**src/rtl/ign_sched_multi.sv**
```systemverilog
// Multi-channel angle-to-time spark scheduler: one channel evaluated per cycle after a tooth strobe.
// Optional build macro DWELL_EN replaces the fixed fire pulse with a per-channel coil charge (dwell).
module ign_sched_multi #(
  parameter int NCH        = 4,
  parameter int ANG_W      = 16,
  parameter int PER_W      = 32,
  parameter int FRAC_SHIFT = 7,
  parameter int PULSE_W    = 1,
  parameter int DW_W       = 16
) (
  input  logic                   clk,
  input  logic                   rst_n,
  input  logic                   trigger,
  input  logic [ANG_W-1:0]       eng_phase,
  input  logic [ANG_W-1:0]       next_tooth_width,
  input  logic [PER_W-1:0]       tooth_period,
  input  logic [NCH*ANG_W-1:0]   timing,
  input  logic [NCH-1:0]         ch_en,
`ifdef DWELL_EN
  input  logic [NCH*DW_W-1:0]    dwell,
`endif
  output logic [NCH-1:0]         out,
  output logic [NCH-1:0]         busy,
  output logic [NCH-1:0]         missed,
  output logic                   scan_ovf
);

  localparam int IDX_W  = (NCH > 1) ? $clog2(NCH) : 1;
  localparam int PROD_W = PER_W + ANG_W;
  localparam int WIN_W  = ANG_W + 2;

  typedef enum logic {S_IDLE, S_SCAN} scan_state_t;
  typedef enum logic [1:0] {CH_IDLE, CH_ARMED, CH_FIRE} ch_state_t;

  scan_state_t        sc_q, sc_d;
  logic [IDX_W-1:0]   idx_q, idx_d;
  logic [ANG_W-1:0]   ph_q, ph_d, width_q, width_d;
  logic [PER_W-1:0]   per_q, per_d;
  logic               ovf_pend_q, ovf_pend_d, scan_ovf_q;

  ch_state_t          ch_q [NCH];
  ch_state_t          ch_d [NCH];
  logic [PER_W-1:0]   cnt_q [NCH];
  logic [PER_W-1:0]   cnt_d [NCH];
  logic [NCH-1:0]     out_q, out_d, miss_pend_q, miss_pend_d, missed_q;

  // Scanner: snapshot tooth data, then walk channel slots one per cycle
  always_comb begin
    sc_d       = sc_q;
    idx_d      = idx_q;
    ph_d       = ph_q;
    width_d    = width_q;
    per_d      = per_q;
    ovf_pend_d = 1'b0;
    case (sc_q)
      S_IDLE: begin
        if (trigger) begin
          sc_d    = S_SCAN;
          idx_d   = '0;
          ph_d    = eng_phase;
          width_d = next_tooth_width;
          per_d   = tooth_period;
        end
      end
      S_SCAN: begin
        ovf_pend_d = trigger;
        if (idx_q == IDX_W'(NCH - 1)) sc_d = S_IDLE;
        else                          idx_d = idx_q + 1'b1;
      end
      default: sc_d = S_IDLE;
    endcase
  end

  // Slot evaluation for the channel currently under the scan index
  logic [ANG_W-1:0]  tim_sel, diff;
  logic [WIN_W-1:0]  win_lo, win_hi, tim_ext;
  logic              hit;
  logic [PROD_W-1:0] prod, delay, lead;
  logic [PER_W-1:0]  load;

  always_comb begin
    tim_sel = timing[idx_q*ANG_W +: ANG_W];
    tim_ext = WIN_W'(tim_sel);
    win_lo  = WIN_W'(ph_q);
    win_hi  = WIN_W'(ph_q) + WIN_W'(width_q) + WIN_W'(2);
    hit     = (sc_q == S_SCAN) && ch_en[idx_q] && (tim_ext > win_lo) && (tim_ext <= win_hi);
    diff    = tim_sel - ph_q;
    prod    = PROD_W'(per_q) * PROD_W'(diff);
    delay   = prod >> FRAC_SHIFT;
    // Load is offset by the slot latency so the output edge lands at T+delay
`ifdef DWELL_EN
    lead    = PROD_W'(idx_q) + PROD_W'(2) + PROD_W'(dwell[idx_q*DW_W +: DW_W]);
`else
    lead    = PROD_W'(idx_q) + PROD_W'(2);
`endif
    load    = (delay > lead) ? PER_W'(delay - lead) : '0;
  end

  // Per-channel FSM; FIRE doubles as CHARGE in the dwell build
  logic [PER_W-1:0] hold_m1;
`ifdef DWELL_EN
  logic [DW_W-1:0]  dw_k;
`endif

  always_comb begin
    hold_m1 = '0;
`ifdef DWELL_EN
    dw_k    = '0;
`endif
    for (int unsigned k = 0; k < NCH; k++) begin
      ch_d[k]        = ch_q[k];
      cnt_d[k]       = cnt_q[k];
      out_d[k]       = out_q[k];
      miss_pend_d[k] = 1'b0;
`ifdef DWELL_EN
      dw_k    = dwell[k*DW_W +: DW_W];
      hold_m1 = (dw_k == '0) ? '0 : PER_W'(dw_k - 1'b1);
`else
      hold_m1 = PER_W'(PULSE_W - 1);
`endif
      case (ch_q[k])
        CH_ARMED: begin
          if (!ch_en[k]) begin
            ch_d[k]  = CH_IDLE;
            out_d[k] = 1'b0;
          end else if (cnt_q[k] == '0) begin
            ch_d[k]  = CH_FIRE;
            out_d[k] = 1'b1;
            cnt_d[k] = hold_m1;
          end else begin
            cnt_d[k] = cnt_q[k] - 1'b1;
          end
        end
        CH_FIRE: begin
          if (!ch_en[k] || cnt_q[k] == '0) begin
            ch_d[k]  = CH_IDLE;
            out_d[k] = 1'b0;
          end else begin
            cnt_d[k] = cnt_q[k] - 1'b1;
          end
        end
        default: begin
          ch_d[k]  = CH_IDLE;
          out_d[k] = 1'b0;
        end
      endcase
      // Arming checks the post-transition state so a channel finishing this edge can re-arm
      if (hit && idx_q == IDX_W'(k)) begin
        if (ch_d[k] == CH_IDLE) begin
          ch_d[k]  = CH_ARMED;
          cnt_d[k] = load;
        end else begin
          miss_pend_d[k] = 1'b1;
        end
      end
    end
  end

  always_ff @(posedge clk or negedge rst_n) begin
    if (!rst_n) begin
      sc_q        <= S_IDLE;
      idx_q       <= '0;
      ph_q        <= '0;
      width_q     <= '0;
      per_q       <= '0;
      ovf_pend_q  <= 1'b0;
      scan_ovf_q  <= 1'b0;
      out_q       <= '0;
      miss_pend_q <= '0;
      missed_q    <= '0;
      for (int unsigned k = 0; k < NCH; k++) begin
        ch_q[k]  <= CH_IDLE;
        cnt_q[k] <= '0;
      end
    end else begin
      sc_q        <= sc_d;
      idx_q       <= idx_d;
      ph_q        <= ph_d;
      width_q     <= width_d;
      per_q       <= per_d;
      ovf_pend_q  <= ovf_pend_d;
      scan_ovf_q  <= ovf_pend_q;
      out_q       <= out_d;
      miss_pend_q <= miss_pend_d;
      missed_q    <= miss_pend_q;
      for (int unsigned k = 0; k < NCH; k++) begin
        ch_q[k]  <= ch_d[k];
        cnt_q[k] <= cnt_d[k];
      end
    end
  end

  always_comb begin
    for (int unsigned k = 0; k < NCH; k++) busy[k] = (ch_q[k] != CH_IDLE);
  end

  assign out      = out_q;
  assign missed   = missed_q;
  assign scan_ovf = scan_ovf_q;

endmodule

```
**config.mk**
```make
export PLATFORM = sky130hd
export DESIGN_NAME = ign_sched_multi
export DESIGN_NICKNAME = d
export VERILOG_FILES = /design/src/rtl/ign_sched_multi.sv
export SDC_FILE = /design/constraint.sdc
export NUM_CORES = 2
export LEC_CHECK = 0
export CAP_MARGIN = 30
export CORE_ASPECT_RATIO = 1.2
export CORE_MARGIN = 3
export CORE_UTILIZATION = 69
export CTS_CLUSTER_SIZE = 10
export DETAILED_ROUTE_END_ITERATION = 12
export MAX_ROUTING_LAYER = met4
export PLACE_DENSITY = 0.89
export SYNTH_ARGS = -nofsm -noshare
export SYNTH_HDL_FRONTEND = slang
export SYNTH_SLANG_ARGS = --single-unit
```
**constraint.sdc**
```tcl
create_clock -name clk -period 29.4 [get_ports clk]
set_clock_uncertainty 0.15 [all_clocks]
set_input_delay 2.94 -clock clk [delete_from_list [all_inputs] [get_ports clk]]
set_output_delay 2.94 -clock clk [all_outputs]
set_load 0.02 [all_outputs]
```
==> reports/metrics.yaml <==
run_status:
  status: "complete, no violations"
final_layout:
  layout_commonest_cell: "inv_1"
  layout-drive-gt1-share_pct: 4.89
  syn2layout_area_growth_pct: 8.18
  num-fill-cells: 3180
  final_cell_mix: "571 x inv_1, 552 x nand2_1, 420 x fa_1, 222 x a21oi_1, 217 x dfrtp_1"
  multi_input_area_sq_mm: 0.0244
  final_nets: 4687
  area.sequential_sq_mm: 0.00543
logic_synthesis:
  synth_area_leaders: "fa_1 26%, dfrtp_1 17%, ha_1 8.2%, inv_1 6.6%, nand2_1 6.3%"
  synthMuxAreaShare_pct: 3.04
  synth_warnings: 0
  syn_inst: 3912
  yosys.area_share.simple_pct: 19.2
  synth_top_cell_by_area: "fa_1"
  synthArstFlopShare_pct: 100
  synth_top_family_by_area: "adder cells"
  yosysUniqueCellTypes: 88
  syn-cell-area_sq_mm: 0.0327
  ys.flop_type: "dfrtp_1"
  synth_compound_area_share_pct: 16.0
  avgSynthCellArea_sq_um: 8.36
  synth_fa_ha_area_share_pct: 33.9
  synth_edf_count: 0
  synth_top_area_share_pct: 25.7
  synthXorXnorAreaFrac_pct: 2.09
  synth-seq-cells: 217
  synthesis.nets: 4681
  ys_seq_area_share_pct: 16.6
detailed_routing:
  route.vias.total: 29500
  via_per_inst: 6.48
  drtIter0Drc: 2616
  met1Wirelength_um: 34800
  drtPass1Iterations: 8
  dr.max_layer_used: "met4"
  drtAntennaViolNets: 0
  wl_met3_um: 8710
  drt-total-wl_um: 94200
  routedWlPerCell_um: 20.7
  drc: 0
  met2WireLength_um: 45400
clock_tree:
  hold_buffers: 0
  htreeDepth: 1
  path_clk_slew_ns: 0.06
  clock_path_buffers: 3
  cts_resized: 0
  numClockSinks: 217
  insertion_delay_ns: 0.60
  postCtsSetupBuffers: 0
  cts_buffers: 28
  cts-root-buf: "clkbuf_16"
  tritoncts: "built"
grt:
  grt_max_degree: 97
  grt_antenna_before_repair: 2
  grt_pass1_wl_um: 154000
  track_usage_pct: 39.1
  first_global_vias: 30600
  overflow: 0
floorplanning:
  coreArea_sq_mm: 0.0464
  start_util_pct: 70.5
  row_count: 86
  fp.dieW_um: 205
  die_h_um: 244
  ioPinCount: 148
  dieArea_sq_mm: 0.0500
min_path:
  hold_path.class: "reg -> reg"
place:
  hpwlAfterDp_um: 69000
  routabilityCongestion: 0.998
  io_buffers: 147
worst_setup_path:
  critPathLaunchType: "input port"
  cpMostUsedCell: "fa_1"
  cp_slowest_cell: "o21ai_1"
  worstSetupPathType: "in -> reg"
  cp_slowest_stage_delay_ns: 0.88
  crit_fanout: 32
  required_ns: 29.69
  cp.arrival_ns: 14.36
  worstSetupEndpointType: "register"
timing:
  tns_ns: 0
  setup_viol_count_final: 0
  worstMarginPinSlew_ns: 1.09
  finalMaxSlewViolations: 0
  rsz0062_at_grt: "no"
  max_freq_mhz: 71.1
  period_needed_ns: 14.07
  hold_violations: 0
  slew_headroom_pct: 26.9
  finalCritPeriodShare_pct: 47.9
job:
  maxCapViolCount: 0
[cell usage after synthesis, types with 8 or more instances]
| cell type | count |
|---|---|
| inv_1 | 571 |
| nand2_1 | 552 |
| fa_1 | 420 |
| a21oi_1 | 222 |
| dfrtp_1 | 217 |
| ha_1 | 214 |
| clkbuf_1 | 187 |
| o21ai_0 | 184 |
| nor2_1 | 182 |
| and2_1 | 138 |
| nor3_1 | 97 |
| o22ai_1 | 84 |
| nor4_1 | 59 |
| nand2b_1 | 57 |
| a21o_1 | 51 |
| mux2_2 | 49 |
| xnor2_1 | 48 |
| nand3_1 | 47 |
| nor2b_1 | 38 |
| o31ai_1 | 36 |
| a22oi_1 | 31 |
| nand4_1 | 31 |
| xor2_1 | 30 |
| o2bb2ai_1 | 27 |
| or3_1 | 25 |
| a31oi_1 | 20 |
| a211oi_1 | 19 |
| and3_1 | 19 |
| o21bai_1 | 19 |
| mux4_2 | 17 |
| a221oi_1 | 14 |
| and4_1 | 12 |
| a21boi_0 | 11 |
| a32oi_1 | 11 |
| o211ai_1 | 10 |
| or4_1 | 10 |
| o21a_1 | 9 |
| o21ai_1 | 9 |
| buf_1 | 8 |
| or2_2 | 8 |
[registers in the layout (all words and copies together), names as in the netlist]
| name | count |
|---|---|
| idx_q | 2 |
| missed | 4 |
| width_q | 16 |
| per_q | 32 |
| ph_q | 16 |
| sc_q | 1 |
| cnt_q | 128 |
| out | 4 |
| ovf_pend_q | 1 |
| ch_q | 8 |
| scan_ovf | 1 |
| miss_pend_q | 4 |
[layer usage]
| layer | global-route usage, % | up-vias |
|---|---|---|
| met5 | - | - |
| met4 | 19.6 | 0 |
| met3 | 6.72 | 439 |
| met2 | 63.2 | 1682 |
| met1 | 47.6 | 14400 |
| li1 | - | 13000 |
[logic make-up (layout without fill, tap and decap cells)]
family	Yosys count	count (layout)
flops	217	217
xor+xnor	78	78
simple gates	1305	1305
mux	72	72
fa+ha+maj	634	634
compound gates	823	823
other cells	0	2
buf+inv	783	800
[final timing paths]
kind                                       from                      to  slack [ns]  cells past startpoint
max                                  timing[16]    cnt_q[121]$_DFF_PN0_       15.33                     32
min                        ovf_pend_q$_DFF_PN0_      scan_ovf$_DFF_PN0_        0.20                      0
max reg2reg                idx_q[0]$_DFFE_PN0P_    cnt_q[121]$_DFF_PN0_       17.21                     32
min reg2reg                ovf_pend_q$_DFF_PN0_      scan_ovf$_DFF_PN0_        0.20                      0
max in group asynchronous                 rst_n     cnt_q[15]$_DFF_PN0_       25.35                      2
min in group asynchronous                 rst_n  width_q[5]$_DFFE_PN0P_        2.25                      1
[final cells by class]
class                           count  share of cell area (%)
Clock buffer                       35                    2.14
Antenna cell                        2                  0.0142
Clock inverter                      6                   0.184
Tap cell                          616                    2.18
Sequential cell                   217                    15.4
Inverter                          574                    6.09
Multi-Input combinational cell   2912                    69.0
Timing Repair Buffer              185                    5.00
[metrics by stage]
stage          worst slack, ns  cells  hold WS [ns]  area, sq um  utilization, %
6_report                 15.33   4547         0.198        35400            76.2
5_1_grt                  14.67   4547         0.209        35400            76.2
4_1_cts                  15.28   4543         0.196        35300            76.2
3_5_place_dp             14.75   4502         0.188        34500            74.4
3_3_place_gp             14.98   4502         0.183        34500            74.4
2_1_floorplan            16.48   3912         0.181        32700               -
[worst max-delay path, delay by kind of cell]
kind	cells	cell delay, ns
simple gates	5	2.04
buf+inv	4	0.62
compound gates	11	3.69
mux	1	0.22
xor+xnor	2	0.95
fa+ha+maj	9	3.87
Power is left out: the tool's default activity adds up to more than one toggle a clock period on the data nets, which glitch-free logic cannot reach.
